[src/rtl/mux_4x1_8bits.sv]
// Serializes four parallel lane bytes into a one-byte-per-clock stream, lane 0 first.
// Latency: lane j of a frame captured at edge E is on data_out after edge E+j; no backpressure, enable only gates frame starts.
module mux_4x1_8bits (
    input  logic       clk,
    input  logic       reset,
    input  logic       enable,
    input  logic [7:0] data_in0,
    input  logic [7:0] data_in1,
    input  logic [7:0] data_in2,
    input  logic [7:0] data_in3,
    input  logic       valid_in0,
    input  logic       valid_in1,
    input  logic       valid_in2,
    input  logic       valid_in3,
    output logic [7:0] data_out,
    output logic       valid_out,
    output logic [1:0] lane_sel,
    output logic       frame_start,
    output logic [7:0] frame_cnt
);

    typedef enum logic {IDLE, RUN} state_t;

    state_t          state_q, state_d;
    logic [1:0]      cnt_q, cnt_d;
    logic [7:0]      fcnt_q, fcnt_d;
    logic [2:0][7:0] hold_dat_q, hold_dat_d;
    logic [2:0]      hold_vld_q, hold_vld_d;
    logic [7:0]      dout_q, dout_d;
    logic            vout_q, vout_d;
    logic            capture;
    logic [7:0]      held_dat;
    logic            held_vld;

    // hold slot k carries lane k+1
    always_comb begin
        held_dat = hold_dat_q[2];
        held_vld = hold_vld_q[2];
        case (cnt_q)
            2'd0:    begin held_dat = hold_dat_q[0]; held_vld = hold_vld_q[0]; end
            2'd1:    begin held_dat = hold_dat_q[1]; held_vld = hold_vld_q[1]; end
            default: begin held_dat = hold_dat_q[2]; held_vld = hold_vld_q[2]; end
        endcase
    end

    assign capture = enable && ((state_q == IDLE) || (cnt_q == 2'd3));

    always_comb begin
        state_d    = state_q;
        cnt_d      = cnt_q;
        fcnt_d     = fcnt_q;
        hold_dat_d = hold_dat_q;
        hold_vld_d = hold_vld_q;
        dout_d     = dout_q;
        vout_d     = vout_q;
        if (capture) begin
            dout_d     = valid_in0 ? data_in0 : 8'h00;
            vout_d     = valid_in0;
            hold_dat_d = {data_in3, data_in2, data_in1};
            hold_vld_d = {valid_in3, valid_in2, valid_in1};
            cnt_d      = 2'd0;
            state_d    = RUN;
            fcnt_d     = fcnt_q + 8'd1;
        end else if ((state_q == RUN) && (cnt_q != 2'd3)) begin
            cnt_d  = cnt_q + 2'd1;
            dout_d = held_vld ? held_dat : 8'h00;
            vout_d = held_vld;
        end else begin
            state_d = IDLE;
            cnt_d   = 2'd0;
            dout_d  = 8'h00;
            vout_d  = 1'b0;
        end
    end

    always_ff @(posedge clk or posedge reset) begin
        if (reset) begin
            state_q    <= IDLE;
            cnt_q      <= 2'd0;
            fcnt_q     <= 8'd0;
            hold_dat_q <= '0;
            hold_vld_q <= '0;
            dout_q     <= 8'h00;
            vout_q     <= 1'b0;
        end else begin
            state_q    <= state_d;
            cnt_q      <= cnt_d;
            fcnt_q     <= fcnt_d;
            hold_dat_q <= hold_dat_d;
            hold_vld_q <= hold_vld_d;
            dout_q     <= dout_d;
            vout_q     <= vout_d;
        end
    end

    assign data_out    = dout_q;
    assign valid_out   = vout_q;
    assign lane_sel    = (state_q == RUN) ? cnt_q : 2'd0;
    assign frame_start = (state_q == RUN) && (cnt_q == 2'd0);
    assign frame_cnt   = fcnt_q;

endmodule

[config.mk]
export PLATFORM = sky130hd
export DESIGN_NAME = mux_4x1_8bits
export DESIGN_NICKNAME = d
export VERILOG_FILES = /design/src/rtl/mux_4x1_8bits.sv
export SDC_FILE = /design/constraint.sdc
export NUM_CORES = 1
export LEC_CHECK = 0
export ABC_AREA = 1
export CAP_MARGIN = 20
export CORE_MARGIN = 2
export CORE_UTILIZATION = 36
export CTS_BUF_LIST = sky130_fd_sc_hd__clkbuf_8
export DETAILED_ROUTE_END_ITERATION = 16
export SYNTH_ARGS = -nofsm -noshare
export SYNTH_HDL_FRONTEND = slang
export SYNTH_SLANG_ARGS = --single-unit
[constraint.sdc]
create_clock -name clk -period 1.7 [get_ports clk]
set_input_delay 0.51 -clock clk [delete_from_list [all_inputs] [get_ports clk]]
set_output_delay 0.51 -clock clk [all_outputs]
set_load 0.02 [all_outputs]
==> results.tsv, run 1 <==
metric	value	unit
Post-DP Area	2930	sq um
Setup Buffers After CTS	0	
R2R Path End	frame_cnt[0]	
Crit path arrival time	1.15	ns
count leader, synth	nand2_1	
Fin Setup TNS	0	ns
ys async rst share	1.00	
routed vias	1805	
fin nets	382	
final hold vios	0	
Die Ht	82.1	um
antenna cell count	0	
CP Max Fanout	2	
FF-to-FF Start	cnt_q[0]	
R2R depth	7	
root buffer cell	clkbuf_8	
initial core utilization	0.371	
synthesized flop and latch total	47	
floorplan die width	82.1	um
Synth Instances	267	
core area	5920	sq um
I/O pin cnt	59	
post-route ant nets	0	
crit path capture	frame_start	
fmax	601	MHz
Post-Place Cells	407	
vias in the first global route	1723	
hold slack	0.485	ns
post-synth top area cell	dfrtp_1	
setup slack after layout	0.0351	ns
Starting DRT DRC Count	71	
commonest cells in the netlist	nand2_1, dfrtp_1, inv_1	
drc violations	0	
post-DP HPWL	3.49	mm
Final Max Slew Viols	0	
Yosys warning count	0	
syn nets	310	
clock sink count	47	
relative slew slack	0.795	
Synth cell types	21	
EDFF count, synth	0	
First-pass DRT Iterations	4	
All-Layer GR Usage	0.149	
grt ovf	0	
Worst Setup SP	cnt_q[1]	
Final min period	1.66	ns
die area	6740	sq um
share of layout cells above drive strength 1	0.132	
share of the synthesized area in the top cell type	0.535	
period utilization	0.979	
cts hold-fix bufs	0	
Worst-Margin Slew	0.307	ns
first-pass GRT wire length	7.62	mm
WL/cell	11.1	um
reg-to-reg slack, setup	0.18	ns
RSZ-0062 raised after global routing	true	
maximum vdd drop	0.744	mV
ys flop type	dfrtp_1	
initial antenna violation count	0	
Layout area overhead	36.3	%
Hold Path Class	flop to flop	
Final Wtd Congestion	0.775	
sequential fraction of the synthesis area	0.535	
synthesized area	2200	sq um
Lkg Pwr	0.00161	uW
clk_lat worst skew	0.29	ns
clk buf depth	2	
Post-Route WL	4.60	mm
Setup CP Type	flop to primary output	
Fill cells	612	
FP Rows	28	
IO Port Bufs	58	
Critical Path Source Type	flop	
area occupied by registers	1180	sq um
crit path capture type	primary output	
Vias per Instance	4.35	
H-tree levels	2	
final setup violation count	0	
Multi-input gate area	890	sq um
fin area	3000	sq um
power per cell area	1600	nW/um^2
top cells by area, synth	dfrtp_1, nand2_1, buf_6	
non-filler instance count after layout	415	
Worst-path clk slew	0.09	ns
Hold Path Cell Cnt	2	
Worst Path Required	1.19	ns
status	finished clean	
CTS Buf Count	5	
maxcap violations	0	
Setup WS pre-CTS	-0.104	ns
largest net degree at the start of global routing	48	
Layout Skew	0.00504	ns
mean area per synthesized cell	8.23	sq um
CTS tree	done	
-- metal layers --
| layer | global-route usage | vias to the layer above | share of wire |
|---|---|---|---|
| li1 | - | 946 | - |
| met1 | 0.187 | 825 | 0.46 |
| met2 | 0.260 | 32 | 0.50 |
| met3 | 0.0326 | 2 | 0.036 |
| met4 | 0.0350 | 0 | 0.0065 |
| met5 | 0 | - | 0 |
-- worst min path at each step --
stage | slack [ns] | to | start
after detailed placement | 0.46 | hold_dat_q[10] | hold_dat_q[10]
after floorplan | 0.45 | hold_dat_q[2] | hold_dat_q[2]
after CTS | 0.49 | hold_dat_q[19] | hold_dat_q[19]
after global placement | 0.46 | hold_dat_q[5] | hold_dat_q[5]
final | 0.49 | hold_dat_q[11] | hold_dat_q[11]
after global routing | 0.51 | hold_dat_q[17] | hold_dat_q[17]
-- cells in the final DEF (no fill, tap or decap), drive strengths merged --
cell             n
o21ai            1
buf             17
ha               4
xnor2            1
nand3           10
xor2             2
a21oi            2
nor2            10
clkinvlp         1
nand2          164
dfrtp           47
nand3b           1
inv             16
o22ai            1
clkbuf           8
clkdlybuf4s50   38
dlygate4sd2     17
-- metrics by stage --
stage                     utilization  total power [uW]
after floorplan                     -              3410
after global placement          0.494              4200
after detailed placement        0.494              4250
after CTS                       0.507              4890
after global routing            0.506              5240
final                           0.506              4800
-- power by group --
| part | switching (uW) | total [uW] | internal [uW] |
|---|---|---|---|
| Clock | 363 | 734 | 370 |
| Combinational | 1360 | 2250 | 895 |
| Sequential | 247 | 1820 | 1570 |
| Total | 1970 | 4800 | 2840 |
-- worst max-delay path: stages (launching register included) --
cell     delay (ns)
dfrtp_1        0.38
inv_1          0.08
ha_1           0.16
nand2_1        0.06
inv_1          0.05
buf_4          0.13
-- sequential cells by signal (all words and copies together), names as in the netlist --
signal and flops:
hold_vld_q 3, state_q 1, frame_cnt 8, cnt_q 2, valid_out 1, hold_dat_q 24
data_out 8
-- logic make-up (layout without fill, tap and decap cells) --
logic type / count (synthesis) / count (layout) / synth area share
AOI/OAI and AO/OA: 4 / 4 / 0.0165
DFF: 47 / 47 / 0.535
buffers and inverters: 24 / 97 / 0.0598
xor gates and xnor gates: 3 / 3 / 0.0120
and+or+nand+nor: 185 / 185 / 0.354
adders and majority gates: 4 / 4 / 0.0228
-- area by class of cell --
type	count	share of cell area
clock inverters	1	0.00251
repair buffers	73	0.224
multi-input cells	196	0.297
clock buffers	7	0.0322
flip-flops and latches	47	0.393
well taps	75	0.0313
inverters	16	0.0201
-- repair_timing --
item,4_1_cts,5_1_grt
setup endpoints to repair,20,3
resized for setup,26,3
pin swaps,0,0
Power figures use the tool's default switching activity.
==> inputs of run 2 (changes only) <==
==> constraint.sdc (replaced) <==
create_clock -name clk -period 1.7 [get_ports clk]
set_input_delay 0.255 -clock clk [delete_from_list [all_inputs] [get_ports clk]]
set_output_delay 0.255 -clock clk [all_outputs]
set_load 0.02 [all_outputs]
==> results.tsv, run 2 (synthesized netlist as in run 1, its figures left out) <==
metric	value	unit
Crit path buffers/inverters	1	
Final Max Slew Viols	0	
Worst-Margin Slew	0.348	ns
cts hold-fix bufs	0	
share of layout cells above drive strength 1	0.119	
clock sink count	47	
Worst path max stage delay	0.63	ns
period utilization	0.947	
Worst-path clk slew	0.09	ns
crit path capture type	primary output	
crit path cell chain	clkdlybuf4s50_1	
Die Ht	82.1	um
clk buf depth	2	
first-pass GRT wire length	7.87	mm
IO Port Bufs	58	
Vias per Instance	4.36	
post-route ant nets	0	
CTS tree	done	
Layout Skew	0.00272	ns
hold slack	0.232	ns
RSZ-0062 raised after global routing	false	
largest net degree at the start of global routing	19	
maxcap violations	0	
CP Max Fanout	5	
grt ovf	0	
top cell family by delay on the critical path	buffers and inverters	
All-Layer GR Usage	0.156	
Post-DP Area	2910	sq um
Final min period	1.61	ns
relative slew slack	0.768	
root buffer cell	clkbuf_8	
H-tree levels	2	
clk_lat worst skew	0.30	ns
floorplan die width	82.1	um
initial antenna violation count	0	
final hold vios	0	
First-pass DRT Iterations	4	
Starting DRT DRC Count	101	
Critical Path Slowest Stage Cell	clkdlybuf4s50_1	
WL/cell	11.3	um
routed vias	1793	
commonest cells after routing, fill and taps aside	nand2_1, clkdlybuf4s50_1, dfrtp_1, inv_1, nand3_1	
Post-Route WL	4.65	mm
Layout area overhead	38.2	%
die area	6740	sq um
core area	5920	sq um
final setup violation count	0	
CTS Buf Count	5	
fin area	3040	sq um
status	finished clean	
Fin Setup TNS	0	ns
Crit path arrival time	1.36	ns
FP Rows	28	
Final Wtd Congestion	0.766	
most common cell after layout, fill and taps aside	nand2_1	
maximum vdd drop	0.637	mV
I/O pin cnt	59	
Critical Path Source Type	flop	
power per cell area	1650	nW/um^2
initial core utilization	0.371	
Top reg by flops	hold_dat_q	
fmax	621	MHz
Setup CP Type	flop to primary output	
Largest register FFs	24	
Worst Path Required	1.44	ns
Hold Path Class	primary input to async pin	
antenna cell count	0	
drc violations	0	
final core occ	0.513	
post-DP HPWL	3.50	mm
vias in the first global route	1740	
fin nets	378	
Lkg Pwr	0.00155	uW
-- run 2: through the flow --
stage | cells | worst slack (ns) | total power, uW
after floorplan | 267 | 0.311 | 3410
after global placement | 401 | 0.137 | 4130
after detailed placement | 401 | 0.112 | 4170
after CTS | 409 | 0.0456 | 5030
after global routing | 411 | 0.00987 | 5450
final | 411 | 0.0895 | 5000
-- run 2: power by group --
part | switching, uW | internal [uW] | leakage [uW]
combinational | 1330 | 964 | 0.000898
sequential | 269 | 1570 | 0.000594
clock | 388 | 484 | 0.0000618
-- run 2: worst paths after layout --
check,slack (ns),from,cells past startpoint,end
min in group clk,0.48,data_in2[7],3,hold_dat_q[15]
hold / removal,0.23,reset,2,cnt_q[1]
hold reg to reg,0.48,hold_dat_q[23],2,hold_dat_q[23]
max in group asynchronous,1.06,reset,3,hold_dat_q[2]
setup / recovery,0.09,frame_cnt[6],1,frame_cnt[6]
setup reg to reg,0.21,cnt_q[1],9,data_out[4]
-- run 2: worst reg2reg max path: stages (launching register included) --
cell	delay, ns
dfrtp_1	0.39
inv_1	0.07
ha_1	0.19
buf_4	0.19
nor2_4	0.16
buf_4	0.16
nand2_1	0.05
nand3_1	0.11
nand2_2	0.06
nand2_1	0.05
-- run 2: area by class of cell --
| cell class | instances | area [sq um] |
|---|---|---|
| Inverter | 16 | 60.1 |
| Fill cell | 561 | 2890 |
| Timing Repair Buffer | 69 | 693 |
| Clock buffer | 6 | 82.6 |
| Multi-Input combinational cell | 196 | 890 |
| Tap cell | 75 | 93.8 |
| Sequential cell | 47 | 1180 |
| Clock inverter | 2 | 38.8 |
-- run 2: layer usage --
metal  GRT usage  wire (um)  up-vias
li1            -          -      933
met1       0.200       2160      821
met2       0.260       2260       37
met3      0.0359        185        2
met4      0.0500         42        0
met5           0          0        -
-- run 2: what timing repair did --
action | in CTS | in global routing
setup buffers | 0 | 2
gates resized for setup | 4 | 2
setup endpoints to repair | 3 | 3
pin swaps | 0 | 1
